File: config.mk
export PLATFORM = sky130hd
export DESIGN_NAME = ring_tap_fair_fsm
export DESIGN_NICKNAME = d
export VERILOG_FILES = /design/src/rtl/ring_tap_pkg.sv /design/src/rtl/ring_tap_fair_fsm_stats.sv /design/src/rtl/ring_tap_fair_fsm.sv
export SDC_FILE = /design/constraint.sdc
export NUM_CORES = 1
export LEC_CHECK = 0
export ABC_AREA = 1
export CAP_MARGIN = 20
export CORE_ASPECT_RATIO = 1.2
export CORE_MARGIN = 10
export CORE_UTILIZATION = 36
export CTS_CLUSTER_DIAMETER = 40
export DETAILED_ROUTE_END_ITERATION = 10
export PLACE_DENSITY = 0.79
export SETUP_SLACK_MARGIN = 0.3
export SLEW_MARGIN = 20
export SYNTH_ARGS = -nofsm -noshare
export SYNTH_HDL_FRONTEND = slang
export SYNTH_SLANG_ARGS = --single-unit
File: constraint.sdc
create_clock -name clk -period 1.8 [get_ports clk]
set_clock_uncertainty 0.05 [all_clocks]
set_input_delay 0.18 -clock clk [delete_from_list [all_inputs] [get_ports clk]]
set_output_delay 0.18 -clock clk [all_outputs]
set_load 0.1 [all_outputs]
File: src/rtl/ring_tap_pkg.sv
// Shared constants for the ring tap: packet control codes, word field positions
// and one-hot state encoding.
package ring_tap_pkg;

  localparam int PCC_W      = 2;
  localparam logic [PCC_W-1:0] PCC_DATA   = 2'd0;
  localparam logic [PCC_W-1:0] PCC_SOP    = 2'd1;
  localparam logic [PCC_W-1:0] PCC_EOP    = 2'd2;
  localparam logic [PCC_W-1:0] PCC_BADEOP = 2'd3;

  localparam int DEF_PDP_SZ = 64;
  localparam int DEF_RDP_SZ = DEF_PDP_SZ + 1;
  localparam int PVEC_BIT   = DEF_RDP_SZ - 1;
  localparam int PCC_LSB    = DEF_PDP_SZ - PCC_W;

  localparam int ST_IDLE  = 0;
  localparam int ST_TDATA = 1;
  localparam int ST_TDROP = 2;
  localparam int ST_RFWD  = 3;
  localparam int ST_RCOPY = 4;
  localparam int ST_RSINK = 5;

  typedef enum logic [5:0] {
    S_IDLE  = 6'(1 << ST_IDLE),
    S_TDATA = 6'(1 << ST_TDATA),
    S_TDROP = 6'(1 << ST_TDROP),
    S_RFWD  = 6'(1 << ST_RFWD),
    S_RCOPY = 6'(1 << ST_RCOPY),
    S_RSINK = 6'(1 << ST_RSINK)
  } state_t;

  function automatic logic is_end_pcc(input logic [PCC_W-1:0] pcc);
    return (pcc == PCC_EOP) || (pcc == PCC_BADEOP);
  endfunction

endpackage

File: src/rtl/ring_tap_fair_fsm_stats.sv
// Packet statistics for the ring tap: three free-running wrapping counters.
module ring_tap_stats #(
  parameter int CNT_W = 16
) (
  input  logic             clk,
  input  logic             reset,
  input  logic             tx_inc,
  input  logic             rx_inc,
  input  logic             drop_inc,
  output logic [CNT_W-1:0] tx_pkt_cnt,
  output logic [CNT_W-1:0] rx_pkt_cnt,
  output logic [CNT_W-1:0] drop_cnt
);

  always_ff @(posedge clk or posedge reset) begin
    if (reset) begin
      tx_pkt_cnt <= '0;
      rx_pkt_cnt <= '0;
      drop_cnt   <= '0;
    end else begin
      if (tx_inc)   tx_pkt_cnt <= tx_pkt_cnt + 1'b1;
      if (rx_inc)   rx_pkt_cnt <= rx_pkt_cnt + 1'b1;
      if (drop_inc) drop_cnt   <= drop_cnt + 1'b1;
    end
  end

endmodule

File: src/rtl/ring_tap_fair_fsm.sv
// Ring tap: injects local packets onto the ring, forwards/copies/sinks ring
// packets by destination vector, and bounds local bursts while ring traffic waits.
module ring_tap_fair_fsm
  import ring_tap_pkg::*;
#(
  parameter int RDP_SZ    = 65,
  parameter int PDP_SZ    = 64,
  parameter int NUM_PORTS = 4,
  parameter int PORTNUM   = 0,
  parameter int FAIR_LIM  = 4,
  parameter int CNT_W     = 16
) (
  input  logic                 clk,
  input  logic                 reset,
  input  logic                 lfli_srdy,
  input  logic [NUM_PORTS-1:0] lfli_data,
  output logic                 lfli_drdy,
  input  logic                 lprx_srdy,
  input  logic [PDP_SZ-1:0]    lprx_data,
  output logic                 lprx_drdy,
  output logic                 lptx_srdy,
  output logic [PDP_SZ-1:0]    lptx_data,
  input  logic                 lptx_drdy,
  input  logic                 lri_srdy,
  input  logic [RDP_SZ-1:0]    lri_data,
  output logic                 lri_drdy,
  output logic                 lro_srdy,
  output logic [RDP_SZ-1:0]    lro_data,
  input  logic                 lro_drdy,
  output logic                 rarb_req,
  input  logic                 rarb_ack,
  output logic [CNT_W-1:0]     tx_pkt_cnt,
  output logic [CNT_W-1:0]     rx_pkt_cnt,
  output logic [CNT_W-1:0]     drop_cnt,
  output logic                 fair_hold
);

  localparam logic [NUM_PORTS-1:0] OWN_BIT = NUM_PORTS'(1) << PORTNUM;

  state_t               state, state_n;
  logic [7:0]           fair_cnt, fair_n;
  logic [NUM_PORTS-1:0] lvec, rvec;
  logic                 local_pend, local_go;
  logic                 lprx_end, lri_end;
  logic                 tx_inc, rx_inc, drop_inc;

  assign lvec       = lfli_data & ~OWN_BIT;
  assign rvec       = lri_data[NUM_PORTS-1:0] & ~OWN_BIT;
  assign local_pend = lfli_srdy & lprx_srdy;
  assign fair_hold  = (fair_cnt == 8'(FAIR_LIM));
  assign local_go   = local_pend & rarb_ack & ~fair_hold;
  assign lprx_end   = is_end_pcc(lprx_data[PDP_SZ-1 -: PCC_W]);
  assign lri_end    = is_end_pcc(lri_data[PDP_SZ-1 -: PCC_W]);

  always_ff @(posedge clk or posedge reset) begin
    if (reset) begin
      state    <= S_IDLE;
      fair_cnt <= '0;
    end else begin
      state    <= state_n;
      fair_cnt <= fair_n;
    end
  end

  // Handshake outputs are gated by reset so they drop the instant it asserts.
  always_comb begin
    state_n   = state;
    fair_n    = fair_cnt;
    lfli_drdy = 1'b0;
    lprx_drdy = 1'b0;
    lptx_srdy = 1'b0;
    lri_drdy  = 1'b0;
    lro_srdy  = 1'b0;
    rarb_req  = 1'b0;
    lro_data  = lri_data;
    lptx_data = lri_data[PDP_SZ-1:0];
    tx_inc    = 1'b0;
    rx_inc    = 1'b0;
    drop_inc  = 1'b0;
    if (!reset) begin
      case (state)
        S_IDLE: begin
          rarb_req = local_pend & ~fair_hold;
          if (local_go) begin
            if (lvec == '0) begin
              lfli_drdy = 1'b1;
              state_n   = S_TDROP;
              fair_n    = lri_srdy ? fair_cnt + 8'd1 : '0;
            end else begin
              lro_data                  = '0;
              lro_data[RDP_SZ-1]        = 1'b1;
              lro_data[NUM_PORTS-1:0]   = lvec;
              if (lro_drdy) begin
                lro_srdy  = 1'b1;
                lfli_drdy = 1'b1;
                state_n   = S_TDATA;
                fair_n    = lri_srdy ? fair_cnt + 8'd1 : '0;
              end
            end
          end else if (lri_srdy) begin
            if (!lri_data[PORTNUM]) begin
              if (lro_drdy) begin
                lro_srdy = 1'b1;
                lri_drdy = 1'b1;
                state_n  = S_RFWD;
                fair_n   = '0;
              end
            end else if (rvec != '0) begin
              lro_data                = '0;
              lro_data[RDP_SZ-1]      = 1'b1;
              lro_data[NUM_PORTS-1:0] = rvec;
              if (lro_drdy) begin
                lro_srdy = 1'b1;
                lri_drdy = 1'b1;
                state_n  = S_RCOPY;
                fair_n   = '0;
              end
            end else begin
              lri_drdy = 1'b1;
              state_n  = S_RSINK;
              fair_n   = '0;
            end
          end
        end
        S_TDATA: begin
          rarb_req = 1'b1;
          lro_data = RDP_SZ'({1'b0, lprx_data});
          if (lprx_srdy && lro_drdy) begin
            lro_srdy  = 1'b1;
            lprx_drdy = 1'b1;
            if (lprx_end) begin
              state_n = S_IDLE;
              tx_inc  = 1'b1;
            end
          end
        end
        S_TDROP: begin
          lprx_drdy = 1'b1;
          if (lprx_srdy && lprx_end) begin
            state_n  = S_IDLE;
            drop_inc = 1'b1;
          end
        end
        S_RFWD: begin
          if (lri_srdy && lro_drdy) begin
            lro_srdy = 1'b1;
            lri_drdy = 1'b1;
            if (lri_end) state_n = S_IDLE;
          end
        end
        S_RSINK: begin
          if (lri_srdy && lptx_drdy) begin
            lptx_srdy = 1'b1;
            lri_drdy  = 1'b1;
            if (lri_end) begin
              state_n = S_IDLE;
              rx_inc  = 1'b1;
            end
          end
        end
        S_RCOPY: begin
          if (lri_srdy && lro_drdy && lptx_drdy) begin
            lro_srdy  = 1'b1;
            lptx_srdy = 1'b1;
            lri_drdy  = 1'b1;
            if (lri_end) begin
              state_n = S_IDLE;
              rx_inc  = 1'b1;
            end
          end
        end
        default: state_n = S_IDLE;
      endcase
    end
  end

  ring_tap_stats #(.CNT_W(CNT_W)) u_stats (
    .clk        (clk),
    .reset      (reset),
    .tx_inc     (tx_inc),
    .rx_inc     (rx_inc),
    .drop_inc   (drop_inc),
    .tx_pkt_cnt (tx_pkt_cnt),
    .rx_pkt_cnt (rx_pkt_cnt),
    .drop_cnt   (drop_cnt)
  );

endmodule

## Word-level counts from Yosys, hierarchy flattened

Index checks and enable logic that the tools add are counted.
W data, S select, Z words.

- Reductions and logical operators: 12
- Equal/unequal tests: 22
- Add/sub/neg operators: 4
- Muxes and demuxes: 71
- Bitwise logic cells: 6

Operator list:

| kind | number |
|---|---|
| $mux W65 | 6 |
| $pmux W65 S2 | 1 |
| $mux W6 | 15 |
| $mux W8 | 8 |
| $add A16 B1 Y16 const B | 3 |
| $pmux W6 S6 | 1 |
| $mux W1 | 34 |
| $ne A2 B2 Y1 const B | 6 |
| $ne A4 B4 Y1 const B | 3 |
| $reduce_and A11 Y1 | 1 |
| $add A8 B1 Y8 const B | 1 |
| $eq A2 B2 Y1 const B | 4 |
| $eq A8 B3 Y1 const B | 1 |
| $pmux W1 S2 | 4 |
| $pmux W1 S4 | 2 |
| $eq A6 B1 Y1 const B | 1 |
| $eq A6 B2 Y1 const B | 1 |
| $eq A6 B3 Y1 const B | 1 |
| $eq A6 B4 Y1 const B | 1 |
| $eq A6 B5 Y1 const B | 1 |
| $eq A6 B6 Y1 const B | 1 |
| $logic_and A1 B1 Y1 | 5 |
| $and A1 B1 Y1 | 4 |
| $logic_not A4 Y1 | 1 |
| 7 further kinds | 9 |

- Flip-flop bits (word level): 62
- Bits of input ports: 141

## Longest topological paths before layout

- Word-level depth: 7
- Depth in mapped cells: 11

## Modules after synthesis

From an unflattened synthesis, not the netlist that was laid out.

- Cell total of the unflattened synthesis: 781
- Area total of the unflattened synthesis: 5,222.5 um^2

By module, submodules not included:

| module | area an instance (um^2) | sequential area each (um^2) | instances | cells each |
|---|---|---|---|---|
| ring_tap_fair_fsm | 2,813.9 | 351.6 | 1 | 504 |
| ring_tap_stats | 2,408.6 | 1,201.2 | 1 | 277 |

## Worst setup path after synthesis

Ideal clock, no wire load.

- Path kind: reg2out
- From: register fair_cnt[0]
- To: output port fair_hold
- Stages on the path, launching flop included: 5
- Arrival time: 3,568 ps
- Path buffers: 0
- Slack: -1,998 ps
- Path through: dfrtp_1 inv_1 ha_1 nand4_1 nor4_1

- Longest elaborated chain between the ends: 1

Ends and longest elaborated chain:

| what | line | text |
|---|---|---|
| from (decl) | ring_tap_fair_fsm.sv:41 | `logic [7:0] fair_cnt, fair_n;` |
| from (signal assigned) | ring_tap_fair_fsm.sv:61 | `fair_cnt <= fair_n;` |
| $eq A8 B3 Y1 | ring_tap_fair_fsm.sv:50 | `assign fair_hold = (fair_cnt == 8'(FAIR_LIM));` |
| to (decl) | ring_tap_fair_fsm.sv:35 | `output logic fair_hold` |

Every way passes these cells.

## Final worst setup path

- From: register fair_cnt[0]
- To: output port lro_srdy

- Longest elaborated chain between the ends: 6

Ends and longest elaborated chain:

| what | line | text |
|---|---|---|
| $eq A8 B3 Y1 | ring_tap_fair_fsm.sv:50 |  |
| $not A1 Y1 | ring_tap_fair_fsm.sv:51 | `assign local_go = local_pend & rarb_ack & ~fair_hold;` |
| $and A1 B1 Y1 | ring_tap_fair_fsm.sv:51 |  |
| $mux W1 | ring_tap_fair_fsm.sv:84 | `if (local_go) begin` |
| $pmux W1 S4 | ring_tap_fair_fsm.sv:81 | `case (state)` |
| $mux W1 | ring_tap_fair_fsm.sv:80 | `if (!reset) begin` |
| to (decl) | ring_tap_fair_fsm.sv:27 | `output logic lro_srdy,` |

Every way passes these cells.

==> impl_results.rst <==
.. list-table::
   :header-rows: 1

   * - Metric
     - Value
   * - Clock latency of the later-clocked register in the worst-skew pair
     - 350 ps
   * - Delay of the slowest cell on the worst path
     - 400 ps
   * - Total Die Area
     - 22130 µm²
   * - Reg2reg setup slack
     - -480 ps
   * - Critical path start-end classification
     - register to primary output
   * - Per-cell via count in the routed design
     - 5.975
   * - Post-layout net count
     - 1349
   * - Number of different library cells in the post-synthesis netlist
     - 42
   * - Proportion of power drawn by combinational gates
     - 79.9%
   * - Clock transition at the registers of the reported paths
     - 60 ps
   * - Pwr Density
     - 1276 nW/µm²
   * - Pint
     - 8.304 mW
   * - Post-CTS Hold Fix Bufs
     - 0
   * - Slew Viols, Final
     - 0
   * - Number of clock buffers inserted by TritonCTS
     - 9
   * - Slew headroom
     - 73.31%
   * - Area delta synth->final
     - 148.4%
   * - Die width
     - 137.5 µm
   * - Number of port buffers
     - 323
   * - Final-report hold violation count
     - 0
   * - Global route overflow
     - 0
   * - Static Leak
     - 6.104 nW
   * - # H-tree levels
     - 3
   * - Switching share of total power
     - 56.06%
   * - Number of cells traversed by the worst register-to-register path
     - 13
   * - Startpoint type of the worst setup path
     - register
   * - Count of synthesis-stage warnings from yosys
     - 0
   * - Final period util
     - 147.5%
   * - DP Worst Slack
     - -661.4 ps
   * - Routed wire length
     - 40550 µm
   * - Failing checks
     - negative setup slack
   * - Register area
     - 1694 µm²
   * - Core area
     - 16270 µm²
   * - Sequential share of power
     - 9.4%
   * - Shortest period the worst path allows
     - 2655 ps
   * - Net count after synthesis
     - 954
   * - Post-route insts no fill
     - 1424
   * - Initial standard-cell utilization of the core
     - 36.63%
   * - FILL cells
     - 592
   * - Library cell used as clock root buffer
     - sky130_fd_sc_hd__clkbuf_16
   * - Maximum net fanout on the critical path
     - 5
   * - Power after layout
     - 18.90 mW
   * - Util after Layout
     - 91.00%
   * - Die Ht
     - 161.0 µm
   * - Worst reg2reg path endpoint
     - u_stats.rx_pkt_cnt[6]
   * - Count of nets left with antenna violations after detail routing
     - 0
   * - Routability congestion estimate
     - 0.9209
   * - Max VDD drop
     - 995.5 µV
   * - Launch instance of the worst register-to-register path
     - state[3]
   * - Number of buffers on the longest clock path
     - 2
   * - Multi-input gate area
     - 5693 µm²
   * - # rows
     - 51
   * - Worst Hold Path Cells
     - 2
   * - Worst Hold Launch
     - u_stats.rx_pkt_cnt[13]
   * - Cell count after placement
     - 1348
   * - P_sw
     - 10.59 mW
   * - Seq/Total Area, Yosys
     - 26.05%
   * - Worst Hold End
     - u_stats.rx_pkt_cnt[13]
   * - Top-Level Pins
     - 325
   * - HP Class
     - register to register
   * - Data arrival time at the worst-slack endpoint
     - 2420 ps
   * - Maximum frequency from static timing analysis
     - 376.7 MHz
   * - Proportion of layout cells with a drive suffix above 1
     - 61.34%
   * - CP Capture Type
     - primary output
   * - Async set-reset flop share out of synthesis
     - 100.0%
   * - Detail-routed net length per standard cell
     - 28.47 µm
   * - Reported max-cap violation count
     - 0
   * - Prevailing post-synth register cell
     - sky130_fd_sc_hd__dfrtp_1
   * - Clock tree from TritonCTS
     - built
   * - Slowest-stage cell, CP
     - sky130_fd_sc_hd__dfrtp_1
   * - Total number of clock tree sinks
     - 62
   * - Initial antenna violation count
     - 5
   * - Post-synth EDFFs
     - 0
   * - Mean area per synthesized cell
     - 7.377 µm²
   * - Number of remaining DRC errors
     - 0
   * - Estimated wirelength of the detail-placed design
     - 25370 µm
   * - Total global-route track usage
     - 31.46%
   * - Flip-flop and latch count after synthesis
     - 62
   * - Cell breakdown of the critical path
     - inv_2, ha_4, nand3_4, o21ai_4, buf_4, buf_6, buf_4, nand2_1, nand3_2, nand3_2, nand2_2, clkinvlp_4, buf_12
   * - Mapped Area
     - 5961 µm²
   * - Vias in the first global route
     - 8630
   * - Unrepaired setup endpoints after global routing
     - true
   * - Slew at the pin closest to its max-slew limit
     - 397.5 ps
   * - Data required time of the critical path
     - 1570 ps
   * - Detailed-router iteration count before antenna repair
     - 6
   * - Status
     - finished with violations
   * - Mapped Cells
     - 808
   * - Initial DRC Count
     - 818
   * - Global-route wire length before repair
     - 54100 µm
   * - Count of final setup violators
     - 113
   * - Detailed-route via count
     - 8509
   * - Maximum number of pins on one net before global-route repair
     - 27
   * - Post-route setup slack
     - -854.8 ps
   * - Power share of the clock group
     - 10.7%
[worst max-delay path by stage]
| stage | to | slack (ps) | cells past startpoint | from |
|---|---|---|---|---|
| 6_report | lro_srdy | -850 | 13 | fair_cnt[0] |
| 5_1_grt | lro_data[49] | -890 | 13 | fair_cnt[0] |
| 4_1_cts | lro_data[44] | -730 | 11 | fair_cnt[0] |
| 3_5_place_dp | lro_data[63] | -660 | 13 | lfli_srdy |
| 3_3_place_gp | lro_data[63] | -580 | 13 | lfli_srdy |
| 2_1_floorplan | lro_data[14] | -260 | 11 | fair_cnt[1] |
[synthesized netlist by cell type (2+ instances only)]
master                     instances  area share [%]
sky130_fd_sc_hd__nand3b_1          2            0.25
sky130_fd_sc_hd__buf_4            72             9.1
sky130_fd_sc_hd__nor2_1           40             2.5
sky130_fd_sc_hd__a22oi_1          15             1.9
sky130_fd_sc_hd__buf_6            12             2.3
sky130_fd_sc_hd__xnor2_1          14             2.1
sky130_fd_sc_hd__a31oi_1           2            0.21
sky130_fd_sc_hd__nor3_1           24             2.0
sky130_fd_sc_hd__o21ai_0          26             2.2
sky130_fd_sc_hd__nor2_4            5            0.94
sky130_fd_sc_hd__inv_1            71             4.5
sky130_fd_sc_hd__nand4_1          29             3.0
sky130_fd_sc_hd__nand3_2           6             1.0
sky130_fd_sc_hd__nand2_2           4            0.42
sky130_fd_sc_hd__nor4_1            2            0.21
sky130_fd_sc_hd__buf_2             9            0.76
sky130_fd_sc_hd__o211ai_1          3            0.38
sky130_fd_sc_hd__dfrtp_1          61              26
sky130_fd_sc_hd__ha_1              5             1.0
sky130_fd_sc_hd__a21oi_1           5            0.42
sky130_fd_sc_hd__xor2_1           26             3.8
sky130_fd_sc_hd__nor2_2            3            0.31
sky130_fd_sc_hd__and2_1            3            0.31
sky130_fd_sc_hd__clkbuf_4          2            0.25
sky130_fd_sc_hd__a22oi_2          49              10
sky130_fd_sc_hd__nand3_1         102             8.6
sky130_fd_sc_hd__clkbuf_1          3            0.19
sky130_fd_sc_hd__nor3_4            3            0.82
sky130_fd_sc_hd__nand2_1         197              12
[sequential cells by signal, summed over array words and instances, names as in the netlist]
name                flops
u_stats.drop_cnt       16
u_stats.rx_pkt_cnt     16
u_stats.tx_pkt_cnt     16
fair_cnt                8
state                   6
[worst max-delay path, delay by kind of cell (launching register included)]
kind                     cells  cell delay (ps)
AO/OA/AOI/OAI                1              270
AND/OR/NAND/NOR              5              480
flip-flops                   1              400
buffers and inverters        6              770
adder cells (fa/ha/maj)      1              160
[cell type report]
type | count | area share [%]
clock buffer | 9 | 1.521
antenna | 4 | 0.06760
timing repair buffer | 482 | 43.99
clock inverter | 7 | 0.6929
inverter | 73 | 2.053
sequential | 62 | 11.44
multi-input combinational | 575 | 38.45
tap | 212 | 1.791
[routing by layer]
metal | wire, µm | up-vias | part of all wire [%] | track usage, %
met5 | 13 | - | 0.032 | 0
met1 | 12390 | 4044 | 31 | 31.41
li1 | - | 3474 | - | -
met2 | 20260 | 714 | 50 | 57.13
met4 | 3209 | 2 | 7.9 | 13.87
met3 | 4673 | 275 | 12 | 10.33
[timing repair]
action / 4_1_cts / 5_1_grt
resized for setup: 150 / 47
endpoints found under the setup margin: 131 / 134
pin swaps: 60 / 29
buffers inserted: 35 / 18
gates cloned: 3 / 0
[logic make-up (layout without fill, tap and decap cells)]
logic type | Yosys count | in the layout | share of synthesized area [%]
other | 0 | 4 | 0
buffers and inverters | 171 | 571 | 17.13
multiplexers | 1 | 1 | 0.1889
adder cells (fa/ha/maj) | 5 | 5 | 1.050
XOR/XNOR | 40 | 40 | 5.877
AO/OA/AOI/OAI | 106 | 106 | 16.12
AND/OR/NAND/NOR | 423 | 423 | 33.59
flip-flops | 62 | 62 | 26.05
[layout by cell type, fill, tap and decap left out, drive strengths merged, types with 9 or more instances in the layout]
| cell | synthesis | layout |
|---|---|---|
| buf | 93 | 343 |
| nand2 | 201 | 201 |
| clkdlybuf4s50 | 0 | 138 |
| nand3 | 109 | 109 |
| inv | 72 | 74 |
| a22oi | 64 | 64 |
| dfrtp | 61 | 61 |
| nor2 | 48 | 48 |
| nand4 | 30 | 30 |
| o21ai | 28 | 28 |
| nor3 | 27 | 27 |
| xor2 | 26 | 26 |
| xnor2 | 14 | 14 |
| clkbuf | 5 | 9 |
[metrics by stage]
step / setup TNS (ps) / hold slack (ps) / instance area, µm²
2_1_floorplan: -12940 / 294.2 / 7925
5_1_grt: -71340 / 507.5 / 14800
4_1_cts: -46630 / 472.1 / 14440
3_3_place_gp: -41800 / 450.6 / 13240
6_report: -65130 / 499.6 / 14810
3_5_place_dp: -49410 / 458.2 / 13240
[power groups by stage]
stage	clock, mW	combinational (mW)	sequential (mW)
after floorplan	0	8.72	2.09
after global placement	0	13.6	1.77
after detailed placement	0	13.8	1.77
after CTS	1.95	14.4	1.76
after global routing	2.05	15.4	1.80
final	2.02	15.1	1.79
No activity file was read; power rests on OpenSTA's default activity.
